**src/rtl/vfpu_add_pipe_pkg.sv**
```systemverilog
// Shared widths and stage-register bundles for the VFPU add/sub pipeline.
// Optional macro VFPU_ADD_SPECIAL_EN adds NaN/Inf tracking fields to the bundles.
// The bundles are sized from the package widths, so a build that overrides
// EXP_W/MANT_W/TAG_W on vfpu_add_pipe must change the VFPU_* values here too.
package hwpe_ctrl_vfpu_package;

    localparam int VFPU_EXP_W  = 8;
    localparam int VFPU_MANT_W = 23;
    localparam int VFPU_TAG_W  = 4;

    // Implied bit + stored mantissa + guard/round/sticky
    localparam int MANT_ALIGN_W  = VFPU_MANT_W + 4;
    // Pre-normalisation exponent leaves headroom for the normaliser
    localparam int EXP_PRENORM_W = VFPU_EXP_W + 2;

    // Compare/swap results
    typedef struct packed {
        logic [VFPU_TAG_W-1:0]  tag;
        logic                   bigSign;
        logic                   effSub;
        logic [VFPU_EXP_W-1:0]  bigExp;
        logic [VFPU_EXP_W-1:0]  expDiff;
        logic [VFPU_MANT_W:0]   bigMant;
        logic [VFPU_MANT_W:0]   smallMant;
`ifdef VFPU_ADD_SPECIAL_EN
        logic                   isNan;
        logic                   isInf;
        logic                   infSign;
`endif
    } vfpu_add_s1_t;

    // Aligned operands ready for the adder
    typedef struct packed {
        logic [VFPU_TAG_W-1:0]   tag;
        logic                    bigSign;
        logic                    effSub;
        logic [VFPU_EXP_W-1:0]   bigExp;
        logic [MANT_ALIGN_W-1:0] bigAligned;
        logic [MANT_ALIGN_W-1:0] smallAligned;
`ifdef VFPU_ADD_SPECIAL_EN
        logic                    isNan;
        logic                    isInf;
        logic                    infSign;
`endif
    } vfpu_add_s2_t;

endpackage

```
**src/rtl/vfpu_align_shift.sv**
```systemverilog
// Combinational right shifter with sticky collection for mantissa alignment.
// Bit 0 of the result is the sticky position: it absorbs every bit shifted
// past it. Shift amounts of WIDTH or more collapse to a lone sticky bit.
module vfpu_align_shift
    import hwpe_ctrl_vfpu_package::*;
#(
    parameter int WIDTH   = MANT_ALIGN_W,
    parameter int SHIFT_W = VFPU_EXP_W
) (
    input  logic [WIDTH-1:0]   dataIn,
    input  logic [SHIFT_W-1:0] shAmt,
    output logic [WIDTH-1:0]   dataOut
);

    logic [WIDTH-1:0] shifted;
    logic [WIDTH-1:0] lostMask;

    // Shift right and fold the discarded bits into the sticky position
    always_comb begin
        shifted  = '0;
        lostMask = '0;
        dataOut  = '0;
        if (32'(shAmt) >= WIDTH) begin
            dataOut = {{(WIDTH-1){1'b0}}, |dataIn};
        end else begin
            shifted  = dataIn >> shAmt;
            lostMask = ~({WIDTH{1'b1}} << shAmt);
            dataOut  = {shifted[WIDTH-1:1], shifted[0] | (|(dataIn & lostMask))};
        end
    end

endmodule

```
**src/rtl/vfpu_add_pipe.sv**
```systemverilog
// Three-stage floating-point add/subtract core producing a pre-normalised
// result: compare/swap, align, add/sub. Elastic valid/ready pipeline with a
// sideband tag. Optional macro VFPU_ADD_SPECIAL_EN adds special_o
// ({nan, inf, zero_exact}) and NaN/Inf handling.
module vfpu_add_pipe
    import hwpe_ctrl_vfpu_package::*;
#(
    parameter int EXP_W  = VFPU_EXP_W,
    parameter int MANT_W = VFPU_MANT_W,
    parameter int TAG_W  = VFPU_TAG_W
) (
    input  logic              clk_i,
    input  logic              rst_i,
    input  logic              in_valid_i,
    output logic              in_ready_o,
    input  logic              op_sub_i,
    input  logic [TAG_W-1:0]  tag_i,
    input  logic              signA_i,
    input  logic              signB_i,
    input  logic [EXP_W-1:0]  expA_i,
    input  logic [EXP_W-1:0]  expB_i,
    input  logic [MANT_W:0]   mantA_i,
    input  logic [MANT_W:0]   mantB_i,
    output logic              out_valid_o,
    input  logic              out_ready_i,
    output logic [TAG_W-1:0]  tag_o,
    output logic              sign_o,
    output logic [EXP_W+1:0]  exp_o,
    output logic [MANT_W+4:0] mant_o
`ifdef VFPU_ADD_SPECIAL_EN
    ,
    output logic [2:0]        special_o
`endif
);

    localparam int RES_W = MANT_W + 5;

    // Stage occupancy and load enables
    logic vld_p0, vld_p1, vld_p2;
    logic ld0, ld1, ld2;

    assign ld2        = ~vld_p2 | out_ready_i;
    assign ld1        = ~vld_p1 | ld2;
    assign ld0        = ~vld_p0 | ld1;
    assign in_ready_o = ld0;

    // ---------------- Stage 1: compare / swap ----------------
    vfpu_add_s1_t s1Next, s1_p0;
    logic         aLarger;
    logic         signBEff;
`ifdef VFPU_ADD_SPECIAL_EN
    logic         aNan, bNan, aInf, bInf;
`endif

    // Pick the larger-magnitude operand and the exponent distance
    always_comb begin
        signBEff = signB_i ^ op_sub_i;
        if (expA_i != expB_i) aLarger = (expA_i > expB_i);
        else                  aLarger = (mantA_i >= mantB_i);

        s1Next         = '0;
        s1Next.tag     = tag_i;
        s1Next.effSub  = signA_i ^ signBEff;
        s1Next.expDiff = (expA_i >= expB_i) ? (expA_i - expB_i) : (expB_i - expA_i);
        if (aLarger) begin
            s1Next.bigSign   = signA_i;
            s1Next.bigExp    = expA_i;
            s1Next.bigMant   = mantA_i;
            s1Next.smallMant = mantB_i;
        end else begin
            s1Next.bigSign   = signBEff;
            s1Next.bigExp    = expB_i;
            s1Next.bigMant   = mantB_i;
            s1Next.smallMant = mantA_i;
        end
`ifdef VFPU_ADD_SPECIAL_EN
        aNan = (&expA_i) & (|mantA_i[MANT_W-1:0]);
        bNan = (&expB_i) & (|mantB_i[MANT_W-1:0]);
        aInf = (&expA_i) & ~(|mantA_i[MANT_W-1:0]);
        bInf = (&expB_i) & ~(|mantB_i[MANT_W-1:0]);
        s1Next.isNan   = aNan | bNan | (aInf & bInf & s1Next.effSub);
        s1Next.isInf   = ~s1Next.isNan & (aInf | bInf);
        s1Next.infSign = aInf ? signA_i : signBEff;
`endif
    end

    // Stage-1 register
    always_ff @(posedge clk_i or posedge rst_i) begin
        if (rst_i) begin
            vld_p0 <= 1'b0;
            s1_p0  <= '0;
        end else begin
            if (ld0) vld_p0 <= in_valid_i;
            if (ld0 && in_valid_i) s1_p0 <= s1Next;
        end
    end

    // ---------------- Stage 2: align ----------------
    vfpu_add_s2_t            s2Next, s2_p1;
    logic [MANT_ALIGN_W-1:0] smallShifted;

    vfpu_align_shift #(
        .WIDTH  (MANT_ALIGN_W),
        .SHIFT_W(EXP_W)
    ) uAlign (
        .dataIn ({s1_p0.smallMant, 3'b000}),
        .shAmt  (s1_p0.expDiff),
        .dataOut(smallShifted)
    );

    // Extend the big mantissa with zero G/R/S and pass the aligned small one
    always_comb begin
        s2Next              = '0;
        s2Next.tag          = s1_p0.tag;
        s2Next.bigSign      = s1_p0.bigSign;
        s2Next.effSub       = s1_p0.effSub;
        s2Next.bigExp       = s1_p0.bigExp;
        s2Next.bigAligned   = {s1_p0.bigMant, 3'b000};
        s2Next.smallAligned = smallShifted;
`ifdef VFPU_ADD_SPECIAL_EN
        s2Next.isNan        = s1_p0.isNan;
        s2Next.isInf        = s1_p0.isInf;
        s2Next.infSign      = s1_p0.infSign;
`endif
    end

    // Stage-2 register
    always_ff @(posedge clk_i or posedge rst_i) begin
        if (rst_i) begin
            vld_p1 <= 1'b0;
            s2_p1  <= '0;
        end else begin
            if (ld1) vld_p1 <= vld_p0;
            if (ld1 && vld_p0) s2_p1 <= s2Next;
        end
    end

    // ---------------- Stage 3: add / subtract ----------------
    logic [RES_W-1:0]         sumFull;
    logic                     resZero;
    logic                     signNext;
    logic [RES_W-1:0]         mantNext;
    logic [EXP_PRENORM_W-1:0] expNext;
`ifdef VFPU_ADD_SPECIAL_EN
    logic [2:0]               specialNext;
`endif

    // Magnitude add, or subtract via two's complement of the smaller operand
    always_comb begin
        if (s2_p1.effSub) begin
            sumFull = {1'b0, s2_p1.bigAligned} + {1'b0, ~s2_p1.smallAligned} + RES_W'(1);
            sumFull[RES_W-1] = 1'b0;
        end else begin
            sumFull = {1'b0, s2_p1.bigAligned} + {1'b0, s2_p1.smallAligned};
        end
        resZero  = (sumFull == '0);
        // Exact cancellation yields +0 under round-to-nearest
        signNext = (s2_p1.effSub && resZero) ? 1'b0 : s2_p1.bigSign;
        mantNext = sumFull;
        expNext  = {2'b00, s2_p1.bigExp};
`ifdef VFPU_ADD_SPECIAL_EN
        specialNext = {s2_p1.isNan, s2_p1.isInf,
                       ~s2_p1.isNan & ~s2_p1.isInf & resZero};
        if (s2_p1.isNan || s2_p1.isInf) mantNext = '0;
        if (s2_p1.isInf) signNext = s2_p1.infSign;
`endif
    end

    logic [TAG_W-1:0]         tagRes_p2;
    logic                     signRes_p2;
    logic [EXP_PRENORM_W-1:0] expRes_p2;
    logic [RES_W-1:0]         mantRes_p2;
`ifdef VFPU_ADD_SPECIAL_EN
    logic [2:0]               special_p2;
`endif

    // Output register, held while downstream stalls
    always_ff @(posedge clk_i or posedge rst_i) begin
        if (rst_i) begin
            vld_p2     <= 1'b0;
            tagRes_p2  <= '0;
            signRes_p2 <= 1'b0;
            expRes_p2  <= '0;
            mantRes_p2 <= '0;
`ifdef VFPU_ADD_SPECIAL_EN
            special_p2 <= '0;
`endif
        end else begin
            if (ld2) vld_p2 <= vld_p1;
            if (ld2 && vld_p1) begin
                tagRes_p2  <= s2_p1.tag;
                signRes_p2 <= signNext;
                expRes_p2  <= expNext;
                mantRes_p2 <= mantNext;
`ifdef VFPU_ADD_SPECIAL_EN
                special_p2 <= specialNext;
`endif
            end
        end
    end

    assign out_valid_o = vld_p2;
    assign tag_o       = tagRes_p2;
    assign sign_o      = signRes_p2;
    assign exp_o       = expRes_p2;
    assign mant_o      = mantRes_p2;
`ifdef VFPU_ADD_SPECIAL_EN
    assign special_o   = special_p2;
`endif

endmodule

```
**config.mk**
```make
export PLATFORM = sky130hd
export DESIGN_NAME = vfpu_add_pipe
export DESIGN_NICKNAME = d
export VERILOG_FILES = /design/src/rtl/vfpu_add_pipe_pkg.sv /design/src/rtl/vfpu_align_shift.sv /design/src/rtl/vfpu_add_pipe.sv
export SDC_FILE = /design/constraint.sdc
export NUM_CORES = 1
export LEC_CHECK = 0
export BUFFER_PORTS_ARGS = -buffer_cell sky130_fd_sc_hd__buf_2
export CORE_MARGIN = 2
export CORE_UTILIZATION = 45
export CTS_BUF_LIST = sky130_fd_sc_hd__clkbuf_16
export CTS_CLUSTER_SIZE = 8
export DETAILED_ROUTE_END_ITERATION = 12
export PLACE_DENSITY = 0.65
export SLEW_MARGIN = 10
export SYNTH_ARGS = -nofsm -noshare
export SYNTH_HDL_FRONTEND = slang
export SYNTH_SLANG_ARGS = --single-unit
```
**constraint.sdc**
```tcl
create_clock -name clk_i -period 5.85 [get_ports clk_i]
set_input_delay 0.585 -clock clk_i [delete_from_list [all_inputs] [get_ports clk_i]]
set_output_delay 0.585 -clock clk_i [all_outputs]
set_load 0.05 [all_outputs]
```
### Word-level counts from Yosys, hierarchy flattened

Cells that the tools add are included.
Widths: inputs -> output; s select.

| word-level totals | value |
|---|---|
| bits in registers | 179 |
| input bits | 75 |
| output and inout port bits | 45 |

| operators by class | value |
|---|---|
| $add $sub $neg | 5 |
| $lt $le $gt $ge | 4 |
| equality and inequality tests | 1 |
| shifts and indexed selects | 2 |
| muxes and demuxes | 8 |
| bitwise logic cells | 12 |
| reductions and logical operators | 7 |

Operator list:

| operator | count |
|---|---|
| $not 27->27 | 2 |
| $mux 48 | 1 |
| $add 27x27->28 | 1 |
| $logic_not 28->1 | 1 |
| $mux 28 | 1 |
| $add 27x1->27 const B | 1 |
| $add 27x27->27 | 1 |
| $and 27x27->27 | 1 |
| $mux 27 | 1 |
| $reduce_or 27->1 | 1 |
| $shl 27x8->27 const A | 1 |
| $shr 27x8->27 | 1 |
| $ge 24x24->1 | 1 |
| $reduce_or 24->1 | 1 |
| $mux 8 | 2 |
| $sub 8x8->8 | 2 |
| $ge 8x5->1 const B | 1 |
| $ge 8x8->1 | 1 |
| $gt 8x8->1 | 1 |
| $ne 8x8->1 | 1 |
| $logic_and 1x1->1 | 4 |
| $or 1x1->1 | 4 |
| $mux 1 | 3 |
| $not 1->1 | 3 |
| $xor 1x1->1 | 2 |

### Logic depth before layout (Yosys ltp)

| logic depth | value |
|---|---|
| depth after elaboration | 7 |
| gate-level depth with buffers | 14 |
| gate-level depth less buffers | 13 |

### Hierarchy

Synthesis repeated with hierarchy kept, for this count alone.

| second synthesis, totals | value |
|---|---|
| cells, all modules | 1472 |
| area total of the unflattened synthesis | 13284.0 um2 |

By module, submodules not included:

| module | instances | cells each | area an instance (um2) |
|---|---|---|---|
| vfpu_add_pipe | 1 | 1192 | 11408.4 |
| vfpu_align_shift | 1 | 280 | 1875.5 |

### Least setup slack after synthesis

OpenSTA, ideal clock, no wires.

| timing | value |
|---|---|
| kind | register -> register |
| from | reg s2_p1[3] (netlist name) |
| to | reg signRes_p2, in the netlist sign_o |
| arrival | 3.103 ns |
| setup slack | 2.621 ns |
| cell stages (with the launch flop) | 13 |
| clock period less this slack | 3.229 ns |
| cell sequence | dfrtp_1 -> inv_1 -> ha_1 -> or4b_4 -> a211oi_4 -> nor4_1 -> or4_4 -> or2_0 -> a2111o_1 -> nor4_2 -> nand4_1 -> nor4_1 -> nor2_1 |

| between the ends | value |
|---|---|
| cells in the longest elaborated chain, start to end | 7 |

Ends and longest elaborated chain:

| what | line | RTL |
|---|---|---|
| from (decl) | vfpu_add_pipe.sv:99 | `vfpu_add_s2_t s2Next, s2_p1;` |
| from (signal assigned) | vfpu_add_pipe.sv:134 | `if (ld1 && vld_p0) s2_p1 <= s2Next;` |
| $not 27->27 | vfpu_add_pipe.sv:151 | `sumFull = {1'b0, s2_p1.bigAligned} + {1'b0, ~s2_p1.smallAligned} + RES_W'(1);` |
| $add 27x27->27 | vfpu_add_pipe.sv:151 |  |
| $add 27x1->27 | vfpu_add_pipe.sv:151 |  |
| $mux 28 (*) | vfpu_add_pipe.sv:150 | `if (s2_p1.effSub) begin` |
| $logic_not 28->1 (*) | vfpu_add_pipe.sv:156 | `resZero = (sumFull == '0);` |
| $logic_and 1x1->1 (*) | vfpu_add_pipe.sv:158 | `signNext = (s2_p1.effSub && resZero) ? 1'b0 : s2_p1.bigSign;` |
| $mux 1 (*) | vfpu_add_pipe.sv:158 |  |
| to (signal assigned) | vfpu_add_pipe.sv:192 | `signRes_p2 <= signNext;` |
| to (decl) | vfpu_add_pipe.sv:170 | `logic signRes_p2;` |

Mark *: on every way between the ends. The rest lies on a longest branch, timed or not.
A chain may end at the register's enable or synchronous reset.

### Worst setup path after layout

| timing | value |
|---|---|
| from | reg s2_p1[62] (netlist name) |
| to | reg signRes_p2, in the netlist sign_o |

| between the ends | value |
|---|---|
| cells in the longest elaborated chain, start to end | 4 |

Ends and longest elaborated chain:

| what | line |
|---|---|
| $mux 28 | vfpu_add_pipe.sv:150 |
| $logic_not 28->1 | vfpu_add_pipe.sv:156 |
| $logic_and 1x1->1 (*) | vfpu_add_pipe.sv:158 |
| $mux 1 (*) | vfpu_add_pipe.sv:158 |

Marked as above.

==> out/metrics.yaml <==
outcome:
  run_status: "finished, final reports clean"
detailed_routing:
  drtIter0Drc: 864
  firstDrtPassIters: 5
  drt.antenna.violating_nets: 0
  via_per_inst: 5.84
  post-route-drc-count: 0
  drt_wl_total_um: 34400
  via_count: 11300
  drt-wirelength-per-cell_um: 17.8
global_routing:
  grt_pass1_vias: 10700
  grt_overflow_total: 0
  grt_start_max_net_pins: 117
  grt_pass1_wl_um: 56500
  antenna_found_initial: 0
  grt_usage: 0.229
worst_setup_path:
  critPathLaunch: "s2_p1[62]$_DFFE_PP0P_"
  crit_required_ns: 6.17
  rr_startpoint: "s2_p1[62]$_DFFE_PP0P_"
  worstPathMaxFanout: 17
  arrival_ns: 4.11
  worstSetupPathType: "flip-flop to flip-flop"
  critPathLaunchType: "flip-flop"
  cp-end-kind: "flip-flop"
clocking:
  numCtsBuffers: 17
  post_cts_buffers: 0
  clk_latency_ns: 0.44
  cts_tree: "built"
  ctsResizeCount: 0
  cts_hold_buf: 0
  path_clk_slew_ns: 0.08
  clkSinkCount: 179
  clock-root-buffer: "clkbuf_16"
  cts.path.max_buffers: 2
  h-tree-depth: 4
logic_synthesis:
  synthArstFlopShare: 1.00
  ys_seq_area_frac: 0.344
  yosysTopAreaCellShare: 0.344
  syn_inst: 1475
  ys_types: 74
  synth_top_area_cell: "dfrtp_1"
  yosysWarnings: 0
  syn_area_um2: 13000
  synth_area_leaders: "dfrtp_1, ha_1, mux2_2"
  synth-edff-count: 0
  syn_avg_cell_area_um2: 8.82
  ys_ff_latch: 179
  ys_dominant_reg_cell: "dfrtp_1"
timing:
  report.final.slew_viol_count: 0
  tns_ns: 0
  slew_headroom: 0.358
  setup_viol: 0
  rsz0062_at_grt: "false"
  finClkSkew_ns: 0.0115
  fin_crit_ns: 3.79
  fmax_mhz: 264
  tightest_slew_ns: 0.963
  hold_viol: 0
  min_period_over_period: 0.648
finish:
  area_growth_pct: 11.0
  nets: 1697
  diodes: 0
  layout_commonest_cell: "dfrtp_1"
  layout_common_cells: "dfrtp_1, nand2_1, o21ai_0"
  drive_gt1_frac: 0.176
  layout.cells.non_filler: 1929
die:
  core_um2: 28500
  fp.dieArea_um2: 30300
  rows: 62
  ioPinCount: 120
  die_w_um: 174
  die_h_um: 174
  initial_core_util: 0.455
worst_hold_path:
  hp-class: "input port to async pin"
job:
  maxCapViolCount: 0
placed_design:
  portBuffers: 117
  hpwl_um: 25900
  dp.cells: 1897
  routabilityCongestion: 0.883
power_and_ir_drop:
  p_per_area_nw_per_um2: 414
  power_leakage_uw: 0.00641
  vdd_drop_max_mv: 0.216
[cell usage after synthesis, drive strengths merged (10+ instances only)]
library cell,n
mux4,17
nor4,18
a21oi,89
o31ai,10
inv,89
mux2i,60
dfrtp,179
nor2,105
clkbuf,77
nor2b,20
a31oi,13
nand3,29
o22ai,15
a211oi,23
a21o,24
o21ai,134
nor3,40
nand2b,13
mux2,73
nand4,13
xnor2,21
or3,10
a2111oi,10
buf,18
nand2,157
ha,87
[cell families after synthesis]
family          count (synthesis)  share of synthesized area
simple gates                  442                      0.160
xor+xnor                       27                     0.0182
buf+inv                       184                     0.0547
mux                           150                      0.139
fa+ha+maj                      91                     0.0891
compound gates                401                      0.194
other cells                     1                   0.000288
flops                         179                      0.344
[state kept, by name (all words and copies together) (netlist names)]
| register | cells |
|---|---|
| s2_p1 | 57 |
| sign_o | 1 |
| vld_p0 | 1 |
| s1_p0 | 70 |
| expNext | 8 |
| exp_o | 8 |
| mant_o | 28 |
| tag_o | 4 |
| vld_p1 | 1 |
| out_valid_o | 1 |
[layer usage]
| metal | wire length (um) | GRT usage | share of wire | vias up |
|---|---|---|---|---|
| met3 | 1660 | 0.0284 | 0.048 | 46 |
| met2 | 14900 | 0.345 | 0.43 | 340 |
| met1 | 17100 | 0.345 | 0.50 | 5430 |
| li1 | - | - | - | 5442 |
| met4 | 715 | 0.0655 | 0.021 | 0 |
| met5 | 0 | 0 | 0 | - |
[stage by stage]
| stage | setup slack (ns) | total power [uW] | hold WS [ns] | utilization | instance area, um^2 |
|---|---|---|---|---|---|
| 5_1_grt | 1.88 | 6360 | 0.219 | 0.506 | 14400 |
| 3_3_place_gp | 1.93 | 4770 | 0.455 | 0.485 | 13800 |
| 4_1_cts | 2.06 | 5970 | 0.208 | 0.506 | 14400 |
| 6_report | 2.06 | 5980 | 0.188 | 0.506 | 14400 |
| 2_1_floorplan | 0.406 | 4060 | 0.446 | - | 13000 |
| 3_5_place_dp | 1.88 | 4820 | 0.465 | 0.485 | 13800 |
[critical path, cell delays in order, from the launching register on]
cell and delay, ns:
dfrtp_1 0.80, inv_1 0.46, or3_1 0.47, o221ai_1 0.32, nand2_1 0.11, or4_1 0.40
a2111o_1 0.37, nor4_2 0.20, nand4_1 0.17, nor4_1 0.30, nor2_1 0.06
[final cells by class]
type,count,area [um^2]
multi-input combinational,1113,7850
clock inverter,15,164
sequential,179,4480
tap,384,480
fill,2843,14100
inverter,89,339
timing repair buffer,132,698
clock buffer,17,425
[worst paths after layout]
check	to	slack, ns	cells past startpoint
hold / removal	s2_p1[32]$_DFFE_PP0P_	0.19	2
setup / recovery	sign_o$_DFFE_PP0P_	2.06	10
hold reg to reg	mant_o[17]$_DFFE_PP0P_	0.47	2
min in group clk_i	s1_p0[67]$_DFFE_PP0P_	0.38	2
setup reg to reg	sign_o$_DFFE_PP0P_	2.06	10
max in group asynchronous	s1_p0[56]$_DFFE_PP0P_	4.28	3
[where the power goes]
group          switching [uW]  leakage (uW)  internal [uW]
Combinational            1920       0.00392           1050
Sequential                298       0.00221           1560
Clock                     569      0.000280            572
No activity file was read; power rests on OpenSTA's default activity.
